--- src/rtl/game_loader.sv ---
// game_loader: receiving end of the ROM download byte stream.
// Validates a 16-byte cartridge header, strips it, and writes the payload
// sequentially into cartridge ROM. `done` releases the console from reset.
// Optional feature: define GAME_LOADER_CHECKSUM_EN to verify an 8-bit XOR of
// the payload against header byte 5 before declaring the image good.
module game_loader #(
  parameter int ADDR_W = 15
) (
  input  logic              clk,
  input  logic              reset,
  input  logic              downloading,
  input  logic [7:0]        indata,
  input  logic              indata_clk,
  output logic [ADDR_W-1:0] mem_addr,
  output logic [7:0]        mem_data,
  output logic              mem_we,
  output logic              loading,
  output logic              done,
  output logic              error,
  output logic [7:0]        rom_kb
);

  typedef enum logic [2:0] {
    S_IDLE, S_HEADER, S_PAYLOAD, S_DONE, S_ERROR
  } state_t;

  localparam logic [31:0] CAPACITY = 32'd1 << ADDR_W;

  state_t            r_state, w_next;
  logic              r_armed;      // downloading has been seen low since reset
  logic [3:0]        r_hcnt;
  logic [ADDR_W:0]   r_pcnt;       // one extra bit so a full-capacity count does not wrap
  logic [7:0]        r_rom_kb;
  logic [ADDR_W-1:0] r_mem_addr;
  logic [7:0]        r_mem_data;
  logic              r_mem_we;
  logic              r_done;
  logic              r_error;

  logic              w_accept;
  logic              w_start;
  logic              w_hdr_byte;
  logic [3:0]        w_hidx;
  logic [7:0]        w_magic_exp;
  logic              w_magic_bad;
  logic [31:0]       w_size_bytes;
  logic              w_size_bad;
  logic              w_pay_byte;
  logic              w_pay_last;
  logic              w_sum_ok;

  assign w_accept     = indata_clk && downloading;
  // A download may only begin once the source has been seen idle since reset.
  assign w_start      = (r_state == S_IDLE) && downloading && r_armed;
  // The byte arriving in the entry cycle is header byte 0.
  assign w_hdr_byte   = w_accept && ((r_state == S_HEADER) || w_start);
  assign w_hidx       = (r_state == S_HEADER) ? r_hcnt : 4'd0;
  assign w_magic_bad  = (w_hidx < 4'd4) && (indata != w_magic_exp);
  assign w_size_bytes = {14'd0, r_rom_kb, 10'd0};
  assign w_size_bad   = (r_rom_kb == 8'd0) || (w_size_bytes > CAPACITY);
  assign w_pay_byte   = w_accept && (r_state == S_PAYLOAD);
  assign w_pay_last   = w_pay_byte &&
                        ((r_pcnt + (ADDR_W+1)'(1)) == w_size_bytes[ADDR_W:0]);

`ifdef GAME_LOADER_CHECKSUM_EN
  logic [7:0] r_csum;
  logic [7:0] r_xor;
  // The final byte is folded in combinationally so the verdict lands with it.
  assign w_sum_ok = ((r_xor ^ indata) == r_csum);
`else
  assign w_sum_ok = 1'b1;
`endif

  // Expected magic byte for header positions 0..3.
  always_comb begin
    // NOTE: every signal assigned in always_comb gets a default first so no latch is inferred.
    w_magic_exp = 8'h47;
    case (w_hidx[1:0])
      2'd1:    w_magic_exp = 8'h54;
      2'd2:    w_magic_exp = 8'h52;
      2'd3:    w_magic_exp = 8'h1A;
      default: w_magic_exp = 8'h47;
    endcase
  end

  // State register.
  always_ff @(posedge clk) begin
    // NOTE: sequential state uses non-blocking assignments so every flop samples pre-edge values.
    if (reset) r_state <= S_IDLE;
    else       r_state <= w_next;
  end

  // Next-state logic: truncation takes priority over any byte in the same cycle.
  always_comb begin
    w_next = r_state;
    case (r_state)
      S_IDLE: begin
        if (w_start) w_next = (w_hdr_byte && w_magic_bad) ? S_ERROR : S_HEADER;
      end
      S_HEADER: begin
        if (!downloading)     w_next = S_ERROR;
        else if (w_accept) begin
          if (w_magic_bad)            w_next = S_ERROR;
          else if (r_hcnt == 4'd15)   w_next = w_size_bad ? S_ERROR : S_PAYLOAD;
        end
      end
      S_PAYLOAD: begin
        if (!downloading)     w_next = S_ERROR;
        else if (w_pay_last)  w_next = w_sum_ok ? S_DONE : S_ERROR;
      end
      S_DONE, S_ERROR: begin
        if (!downloading) w_next = S_IDLE;
      end
      default: w_next = S_IDLE;
    endcase
  end

  // Datapath: counters, header capture, registered ROM write port and status flags.
  always_ff @(posedge clk) begin
    if (reset) begin
      r_armed    <= 1'b0;
      r_hcnt     <= '0;
      r_pcnt     <= '0;
      r_rom_kb   <= '0;
      r_mem_addr <= '0;
      r_mem_data <= '0;
      r_mem_we   <= 1'b0;
      r_done     <= 1'b0;
      r_error    <= 1'b0;
`ifdef GAME_LOADER_CHECKSUM_EN
      r_csum     <= '0;
      r_xor      <= '0;
`endif
    end else begin
      r_mem_we <= w_pay_byte;
      if (!downloading) r_armed <= 1'b1;

      if (r_state == S_IDLE) begin
        r_hcnt <= '0;
        r_pcnt <= '0;
      end

      if (w_start) begin
        r_done  <= 1'b0;
        r_error <= 1'b0;
      end

      if (w_hdr_byte) begin
        r_hcnt <= w_hidx + 4'd1;
        if (w_hidx == 4'd4) r_rom_kb <= indata;
`ifdef GAME_LOADER_CHECKSUM_EN
        if (w_hidx == 4'd5) r_csum <= indata;
`endif
      end

      if ((w_next == S_PAYLOAD) && (r_state != S_PAYLOAD)) begin
        r_pcnt <= '0;
`ifdef GAME_LOADER_CHECKSUM_EN
        r_xor  <= '0;
`endif
      end

      if (w_pay_byte) begin
        r_mem_addr <= r_pcnt[ADDR_W-1:0];
        r_mem_data <= indata;
        r_pcnt     <= r_pcnt + (ADDR_W+1)'(1);
`ifdef GAME_LOADER_CHECKSUM_EN
        r_xor      <= r_xor ^ indata;
`endif
      end

      if ((w_next == S_DONE)  && (r_state != S_DONE))  r_done  <= 1'b1;
      if ((w_next == S_ERROR) && (r_state != S_ERROR)) r_error <= 1'b1;
    end
  end

  assign mem_addr = r_mem_addr;
  assign mem_data = r_mem_data;
  assign mem_we   = r_mem_we;
  assign loading  = (r_state == S_HEADER) || (r_state == S_PAYLOAD);
  assign done     = r_done;
  assign error    = r_error;
  assign rom_kb   = r_rom_kb;

endmodule

--- config.mk ---
export PLATFORM = sky130hd
export DESIGN_NAME = game_loader
export DESIGN_NICKNAME = d
export VERILOG_FILES = /design/src/rtl/game_loader.sv
export SDC_FILE = /design/constraint.sdc
export NUM_CORES = 1
export LEC_CHECK = 0
export BUFFER_PORTS_ARGS = -buffer_cell sky130_fd_sc_hd__buf_2
export CAP_MARGIN = 20
export CORE_AREA = 5 5 92 73
export CTS_CLUSTER_DIAMETER = 50
export CTS_CLUSTER_SIZE = 8
export DETAILED_ROUTE_END_ITERATION = 10
export DIE_AREA = 0 0 97 78
export PLACE_DENSITY = 0.78
export SYNTH_ARGS = -nofsm -noshare
export SYNTH_HDL_FRONTEND = slang
export SYNTH_SLANG_ARGS = --single-unit
--- constraint.sdc ---
create_clock -name clk -period 2.95 [get_ports clk]
set_clock_uncertainty 0.2 [all_clocks]
set_input_delay 0.1475 -clock clk [delete_from_list [all_inputs] [get_ports clk]]
set_output_delay 0.1475 -clock clk [all_outputs]
set_load 0.005 [all_outputs]
* Word-level counts from Yosys, hierarchy flattened
Index checks and enable logic that the tools add are counted.
** Cells by class
- Bitwise operators :: 0
- Add/sub/neg operators :: 2
- Muxes and demuxes :: 21
- Shift-type cells :: 0
- Multipliers :: 0
- Reduce and logical (&&, ||, !) cells :: 22
- Equality and inequality tests :: 17
- Magnitude comparators :: 2
- Divide/modulo/power cells :: 0
** Operators with widths (number)
- $mux W16 :: 3
- $mux W3 :: 10
- $pmux W7 S3 :: 1
- $gt A18 B16 Y1 const B :: 1
- $add A16 B1 Y16 const B :: 1
- $eq A16 B16 Y1 :: 1
- $eq A3 B2 Y1 const B :: 4
- $mux W4 :: 3
- $pmux W3 S4 :: 1
- $logic_and A1 B1 Y1 :: 11
- $logic_not A8 Y1 :: 1
- $ne A8 B8 Y1 :: 1
- $eq A3 B3 Y1 const B :: 2
- $ne A3 B2 Y1 const B :: 2
- $reduce_bool A2 Y1 :: 3
- $add A4 B1 Y4 const B :: 1
- $eq A2 B2 Y1 const B :: 2
- $eq A4 B3 Y1 const B :: 1
- $eq A4 B4 Y1 const B :: 1
- $lt A4 B3 Y1 const B :: 1
- $eq A3 B1 Y1 const B :: 1
- $logic_not A3 Y1 :: 1
- $logic_or A1 B1 Y1 :: 3
- $mux W1 :: 3
- 5 further kinds :: 5
** Word-level totals
- Register bits after elaboration :: 58
- Bits of input ports :: 12
- ROM bits :: 0
- Latch bits :: 0
- RAM bits :: 0
- Output and inout bits :: 35
- Memories :: 0

* Depth between registers and ports, before layout
Gate-level depths: netlist (run 1).
- Depth after elaboration :: 14
- Gate-level depth with buffers :: 11

* Worst setup path before layout (run 1)
Ideal clock, no wire load.
- Kind :: register to register
- From :: register r_state[2]
- To :: register r_error (netlist: error)
- Cell stages (with the launch flop) :: 12
- Arrival time :: 2.091 ns
- Setup time :: 0.117 ns
- Data required time :: 2.633 ns
- Buffers on the path :: 1
- Slack :: 0.542 ns
- Path through :: dfxtp_1 > buf_2 > nor3b_2 > and2_1 > inv_1 > ha_1 > xnor2_1 > nor4_1 > o211ai_2 > o21ai_1 > nand2_1 > a32o_1
** Between the ends
- Cells in the longest elaborated chain, start to end :: 13
** Ends and longest elaborated chain
- start: declaration :: line 29 : state_t r_state, w_next;
- start signal: assignment :: line 90 : else r_state <= w_next;
- $eq A3 B1 Y1 :: line 56, 57, 96
- $mux W4 :: line 57 : assign w_hidx = (r_state == S_HEADER) ? r_hcnt : 4'd0;
- $eq A2 B2 Y1 or $eq A2 B1 Y1 (tied branches) :: line 78 : case (w_hidx[1:0])
- $pmux W7 S3 :: line 78
- $ne A8 B8 Y1 :: line 58 : assign w_magic_bad = (w_hidx < 4'd4) && (indata != w_magic_exp);
- $logic_and A1 B1 Y1 :: line 58
- $mux W3 or $logic_and A1 B1 Y1 (tied branches) :: line 103, 98
- $mux W3 (on tied branches) :: line 102, 98
- $mux W3 (on tied branches) :: line 101, 98
- $pmux W3 S4 :: line 96 : case (r_state)
- $eq A3 B3 Y1 :: line 173 : if ((w_next == S_ERROR) && (r_state != S_ERROR)) r_error <= 1'b1;
- $logic_and A1 B1 Y1 :: line 173
- $mux W1 or $reduce_bool A2 Y1 (tied branches)
- end signal: assignment :: line 129 : r_error <= 1'b0;
- end signal: assignment :: line 145 : r_error <= 1'b0;
- end signal: assignment :: line 173
- end: declaration :: line 38 : logic r_error;
Parallel ways exist; a longest one is shown, timed or not.
A chain may end at the register's enable or synchronous reset.

* Final worst setup path (run 1)
- From :: register r_state[0]
- To :: register r_error (netlist: error)
The elaborated chain is that of the path after synthesis.

==> results of run 1 <==
cell families after synthesis:
kind of cell / after synthesis
AO/OA/AOI/OAI: 94
flip-flops: 58
buffers and inverters: 36
XOR/XNOR: 13
AND/OR/NAND/NOR: 178
multiplexers: 9
adder cells (fa/ha/maj): 5
layer usage:
metal	wire (um)	global-route usage, %	part of all wire, %
met5	0	0	0
met4	75	6.592	0.94
met3	562	6.541	7.0
met2	3599	34.16	45
met1	3744	30.03	47
repair_timing:
item,CTS,global route
resized for setup,0,0
hold buffers,9,0
buffers inserted,0,0
hold endpoints to repair,17,0
metrics by stage:
stage          worst slack [ns]  hold slack (ns)
2_1_floorplan            0.5418          0.08347
3_3_place_gp             0.3623           0.2319
3_5_place_dp             0.2145           0.2260
4_1_cts                  0.2107          0.02193
5_1_grt                 0.03159          0.02559
6_report                 0.1722          0.02319
path summary, 6_finish.rpt:
kind               end  startpoint  slack, ns  cells after the start
max              error  r_state[0]       0.17                     10
min          r_hcnt[2]       reset       0.02                      2
max reg2reg      error  r_state[0]       0.17                     10
min reg2reg       done        done       0.23                      2
cell type report:
class                           count  area [um^2]  share of cell area (%)
Inverter                            6        22.52                  0.6211
Sequential cell                    58         1161                   32.02
Clock buffer                       11        151.4                   4.175
Tap cell                           78        97.59                   2.692
Timing Repair Buffer               61        365.4                   10.08
Clock inverter                      3        40.04                   1.104
Multi-Input combinational cell    299         1788                   49.31
synthesized netlist by cell type (2+ instances only):
library cell	n	area, um^2
nand4_1	6	37.54
and4_1	2	17.52
nand3_1	10	50.05
buf_1	3	11.26
nand2b_1	2	12.51
buf_2	11	55.05
nand3b_1	2	15.01
o21ai_0	6	30.03
xor2_1	7	61.31
dfxtp_1	58	1161
mux2i_1	9	90.09
or2_2	2	12.51
nand4b_1	2	17.52
nor3_1	9	45.04
nor2_1	38	142.6
a211o_1	2	17.52
nand2_1	72	270.3
clkbuf_1	11	41.29
nor4_1	3	18.77
and2_1	5	31.28
nor3_2	2	20.02
ha_1	5	62.56
inv_1	6	22.52
a21oi_1	42	210.2
o21ai_1	5	25.02
or3_1	2	12.51
a311oi_1	8	70.07
nor2_2	2	12.51
o211ai_1	3	22.52
a22oi_1	2	15.01
buf_4	4	30.03
a31oi_1	9	56.30
and3_1	3	18.77
a211oi_1	2	15.01
xnor2_1	6	52.55
registers in the layout, indices dropped and copies added (netlist names):
| signal | cells |
|---|---|
| mem_we | 1 |
| r_hcnt | 4 |
| mem_addr | 15 |
| mem_data | 8 |
| r_pcnt | 16 |
| done | 1 |
| r_state | 3 |
| r_armed | 1 |
| error | 1 |
| rom_kb | 8 |
power by group through the flow:
stage	Sequential, mW	Clock, mW	Combinational, mW
final	0.792	0.726	0.0790
after global placement	0.809	0	0.0684
after global routing	0.792	0.784	0.0856
after CTS	0.792	0.742	0.0780
after floorplan	0.806	0	0.0468
after detailed placement	0.809	0	0.0686
worst max-delay path, cell delays in order, from the launching register on:
cell	delay (ns)
dfxtp_1	0.48
nor3b_2	0.33
and2_1	0.24
inv_1	0.09
ha_1	0.20
xnor2_1	0.13
nor4_1	0.30
o211ai_2	0.17
o21ai_1	0.22
nand2_1	0.07
a32o_1	0.24
==> results.cfg, run 1 <==
[detailed_routing]
avgRoutedWirePerCell_um = 15.47
antenna_left = 0
drtPass1Iterations = 5
via_per_inst = 5.729
wl_um = 7981
vias = 2956
drt_iter0_drc = 272
drc_errors = 0

[layout]
layout_commonest_cell = nand2_1
fin_cells = 516
num-fill-cells = 472
drive_gt1_share_pct = 20.32
syn2layout_area_growth_pct = 16.20
fin_area_um2 = 3626
antenna_cells = 0
mostFrequentLayoutCells = nand2_1 (72), dfxtp_1 (58), buf_2 (46)
nNetsFinal = 452
fin_util_pct = 63.89

[status]
status = completed

[sta]
rsz0062_at_grt = no
finalCriticalPeriod_ns = 2.778
hold_viol_final = 0
drv_slew = 0
relSlewSlack_pct = 65.73
fin_crit_sh_pct = 94.16
clock.fmax_ghz = 0.3600
tns_ns = 0
setup_viol = 0
tightest_slew_ns = 0.5127

[synthesis]
synthXorXnorAreaFrac_pct = 3.649
synth.area.mux_share_pct = 2.887
avgSynthCellArea_um2 = 7.940
synthArstFlopShare_pct = 0
syn_inst = 393
synth_edf_count = 0
ys.flop_type = dfxtp_1
yosys.cell_types.count = 67
synthSimpleGateAreaFrac_pct = 28.91
yosysWarnings = 0
seq_area_frac_synth_pct = 37.21
synth_compound_area_share_pct = 19.85
synthAdderAreaFrac_pct = 2.005
synth_area_um2 = 3120
syn_nets = 410
synth_top_family_by_area = simple AND/OR/NAND/NOR gates
ys_ff_latch = 58

[floorplanning]
die-area_um2 = 7566
initial_core_util_pct = 54.98
coreArea_um2 = 5675
num_rows = 24
die_y_um = 78
io_pins = 47
die_x_um = 97

[worst_setup_path]
critPathLaunchType = flop
endpoint_kind = flop
critPathArrivalTime_ns = 2.81
cp.required_ns = 2.98
worstPathMaxFanout = 10
critPathKind = flop to flop

[clock_network]
numCtsBuffers = 9
clock-root-buffer = clkbuf_8
clk_latency_ns = 0.33
cts_sinks = 58
clkTransAtPathRegs_ns = 0.06
clockBufferDepth = 2
ctsHtreeMaxLevel = 3
cts_tree = built

[pwr]
pwr-share-seq_pct = 49.6
p_int_mw = 1.240
clkPwrFrac_pct = 45.5
peakVddDrop_mv = 0.2619
p_sw_share_pct = 22.35
p_leak_nw = 1.495
combPwrFrac_pct = 4.9
power.switching_uw = 357.0
power_density_nw_per_um2 = 440.4
finalPower_mw = 1.597

[grt]
grt_max_degree = 38
grt_first_pass_wirelength_um = 13810
grt_usage_pct = 22.14
grt_overflow = 0
grt_pass1_vias = 2869
antenna_found_initial = 0

[place]
port_buffers = 46
placed_cells = 493
dp_hpwl_um = 5596
gp_congestion = 0.9005
placed_area_um2 = 3344

[flow_run]
maxCapViolCount = 0

[worst_hold_path]
hold_class = input pin to flop
(Power assumes the default switching activity.)
==> run 2: changes to the inputs <==
- PLACE_DENSITY: 0.78 -> 0.84
==> run 2 against run 1 <==
Compared with the run above: critical path depth did not move; sequential power about the same; cell count rose by 0.39%; combinational power rose by 2%; total power increased by 3.4%; die area unchanged; largest cell class unchanged; largest power group unchanged; highest routed layer unchanged.
==> results.cfg, run 2 (synthesized netlist as in run 1, its figures left out) <==
[sta]
setup_viol = 0
fin_crit_sh_pct = 96.01
finalCriticalPeriod_ns = 2.832
clock.fmax_ghz = 0.3531
hold_viol_final = 0
relSlewSlack_pct = 62.83
drv_slew = 0
tightest_slew_ns = 0.5561
rsz0062_at_grt = no
tns_ns = 0

[layout]
syn2layout_area_growth_pct = 17.44
nNetsFinal = 452
drive_gt1_share_pct = 20.23
fin_cells = 518
multiInputGateArea_um2 = 1788
largest_reg_flops = 16
layout_commonest_cell = nand2_1
register_area_um2 = 1161
num-fill-cells = 473
top_register = r_pcnt
mostFrequentLayoutCells = nand2_1 (72), dfxtp_1 (58), buf_2 (46)
antenna_cells = 0

[worst_setup_path]
path_delay_family = simple AND/OR/NAND/NOR gates
crit_path_cell_trace = nor3b_2 -> and2_1 -> inv_1 -> ha_1 -> xnor2_1 -> nor4_1 -> o211ai_2 -> o21ai_1 -> nand2_1 -> a32o_1
critPathMaxStageDelay_ns = 0.49
critPathBufInv = 1
critPathLaunchType = flop
rr_startpoint = r_state[0]
cp.required_ns = 2.98
worstPathMaxFanout = 10
critPathArrivalTime_ns = 2.86
startpoint = r_state[0]
critPathKind = flop to flop
endpoint_kind = flop
crit_slowest_cell = dfxtp_1

[grt]
grt_usage_pct = 21.83
grt_max_degree = 40
grt_pass1_vias = 2730
grt_first_pass_wirelength_um = 13480
grt_overflow = 0
antenna_found_initial = 0

[detailed_routing]
antenna_left = 0
vias = 3040
wl_um = 8115
wl_met1_um = 3705
drt_iter0_drc = 370
dr.max_layer_used = met4
drc_errors = 0
wl_met3_um = 646
via_per_inst = 5.869
avgRoutedWirePerCell_um = 15.67
wl_met2_um = 3710
drtPass1Iterations = 5

[place]
dp_hpwl_um = 5510
placed_cells = 491
port_buffers = 46
gp_congestion = 0.9660

[floorplanning]
die-area_um2 = 7566
num_rows = 24
io_pins = 47
coreArea_um2 = 5675
initial_core_util_pct = 54.98
die_x_um = 97
die_y_um = 78

[pwr]
p_leak_nw = 1.500
combPwrFrac_pct = 4.9
pwr-share-seq_pct = 47.9
clkPwrFrac_pct = 47.2
power.switching_uw = 395.1
p_sw_share_pct = 23.94
p_int_mw = 1.255
peakVddDrop_mv = 0.3410
power_density_nw_per_um2 = 450.4

[worst_hold_path]
hp-start = indata_clk
hold_class = input pin to flop

[status]
status = completed

[clock_network]
cts_sinks = 58
ctsHtreeMaxLevel = 3
clockBufferDepth = 2
clk_latency_ns = 0.34
clkTransAtPathRegs_ns = 0.07
numCtsBuffers = 9
cts_tree = built
clock-root-buffer = clkbuf_8

[flow_run]
maxCapViolCount = 0
[run 2: layout make-up]
| cell class | count | area share, % |
|---|---|---|
| clock buffers | 11 | 4.131 |
| clock inverters | 5 | 1.673 |
| inverters | 6 | 0.6145 |
| multi-input cells | 299 | 48.79 |
| flip-flops and latches | 58 | 31.68 |
| well taps | 78 | 2.663 |
| repair buffers | 61 | 10.45 |
[run 2: what timing repair did]
action                                 in CTS  in global routing
resized for setup                           0                  0
hold buffers                               11                  0
buffers inserted                            0                  0
endpoints found under the hold margin      18                  0
[run 2: worst paths after layout]
kind,end,slack (ns),depth (start not counted)
worst max-delay path,error,0.12,10
worst min-delay path,r_state[0],0.06,4
worst max register to register,error,0.12,10
worst min register to register,done,0.24,2
[run 2: worst register-to-register path: stages (launching register included)]
cell	delay, ns
dfxtp_1	0.49
nor3b_2	0.34
and2_1	0.23
inv_1	0.08
ha_1	0.20
xnor2_1	0.12
nor4_1	0.31
o211ai_2	0.18
o21ai_1	0.23
nand2_1	0.09
a32o_1	0.25
[run 2: metrics by stage]
stage          power, mW  util (%)  instance area [um^2]  worst slack (ns)  hold slack (ns)
2_1_floorplan     0.8528         -                  3120            0.5418          0.08347
3_3_place_gp      0.8762     58.88                  3342            0.3657           0.2270
3_5_place_dp      0.8775     58.88                  3342            0.2009           0.2325
4_1_cts            1.656     64.57                  3665            0.1787          0.03964
5_1_grt            1.714     64.57                  3665           0.01033          0.05222
6_report           1.650     64.57                  3665            0.1177          0.06110
[run 2: power by group through the flow]
stage	Clock, mW	Combinational, mW	Sequential (mW)
after floorplan	0	0.0468	0.806
after global placement	0	0.0674	0.809
after detailed placement	0	0.0683	0.809
after CTS	0.787	0.0785	0.791
after global routing	0.836	0.0865	0.791
final	0.778	0.0808	0.791
[run 2: routing by layer]
metal,track usage [%],vias up
met5,0,-
met4,5.189,0
met3,7.258,7
met2,33.54,136
met1,29.78,1424
li1,-,1473
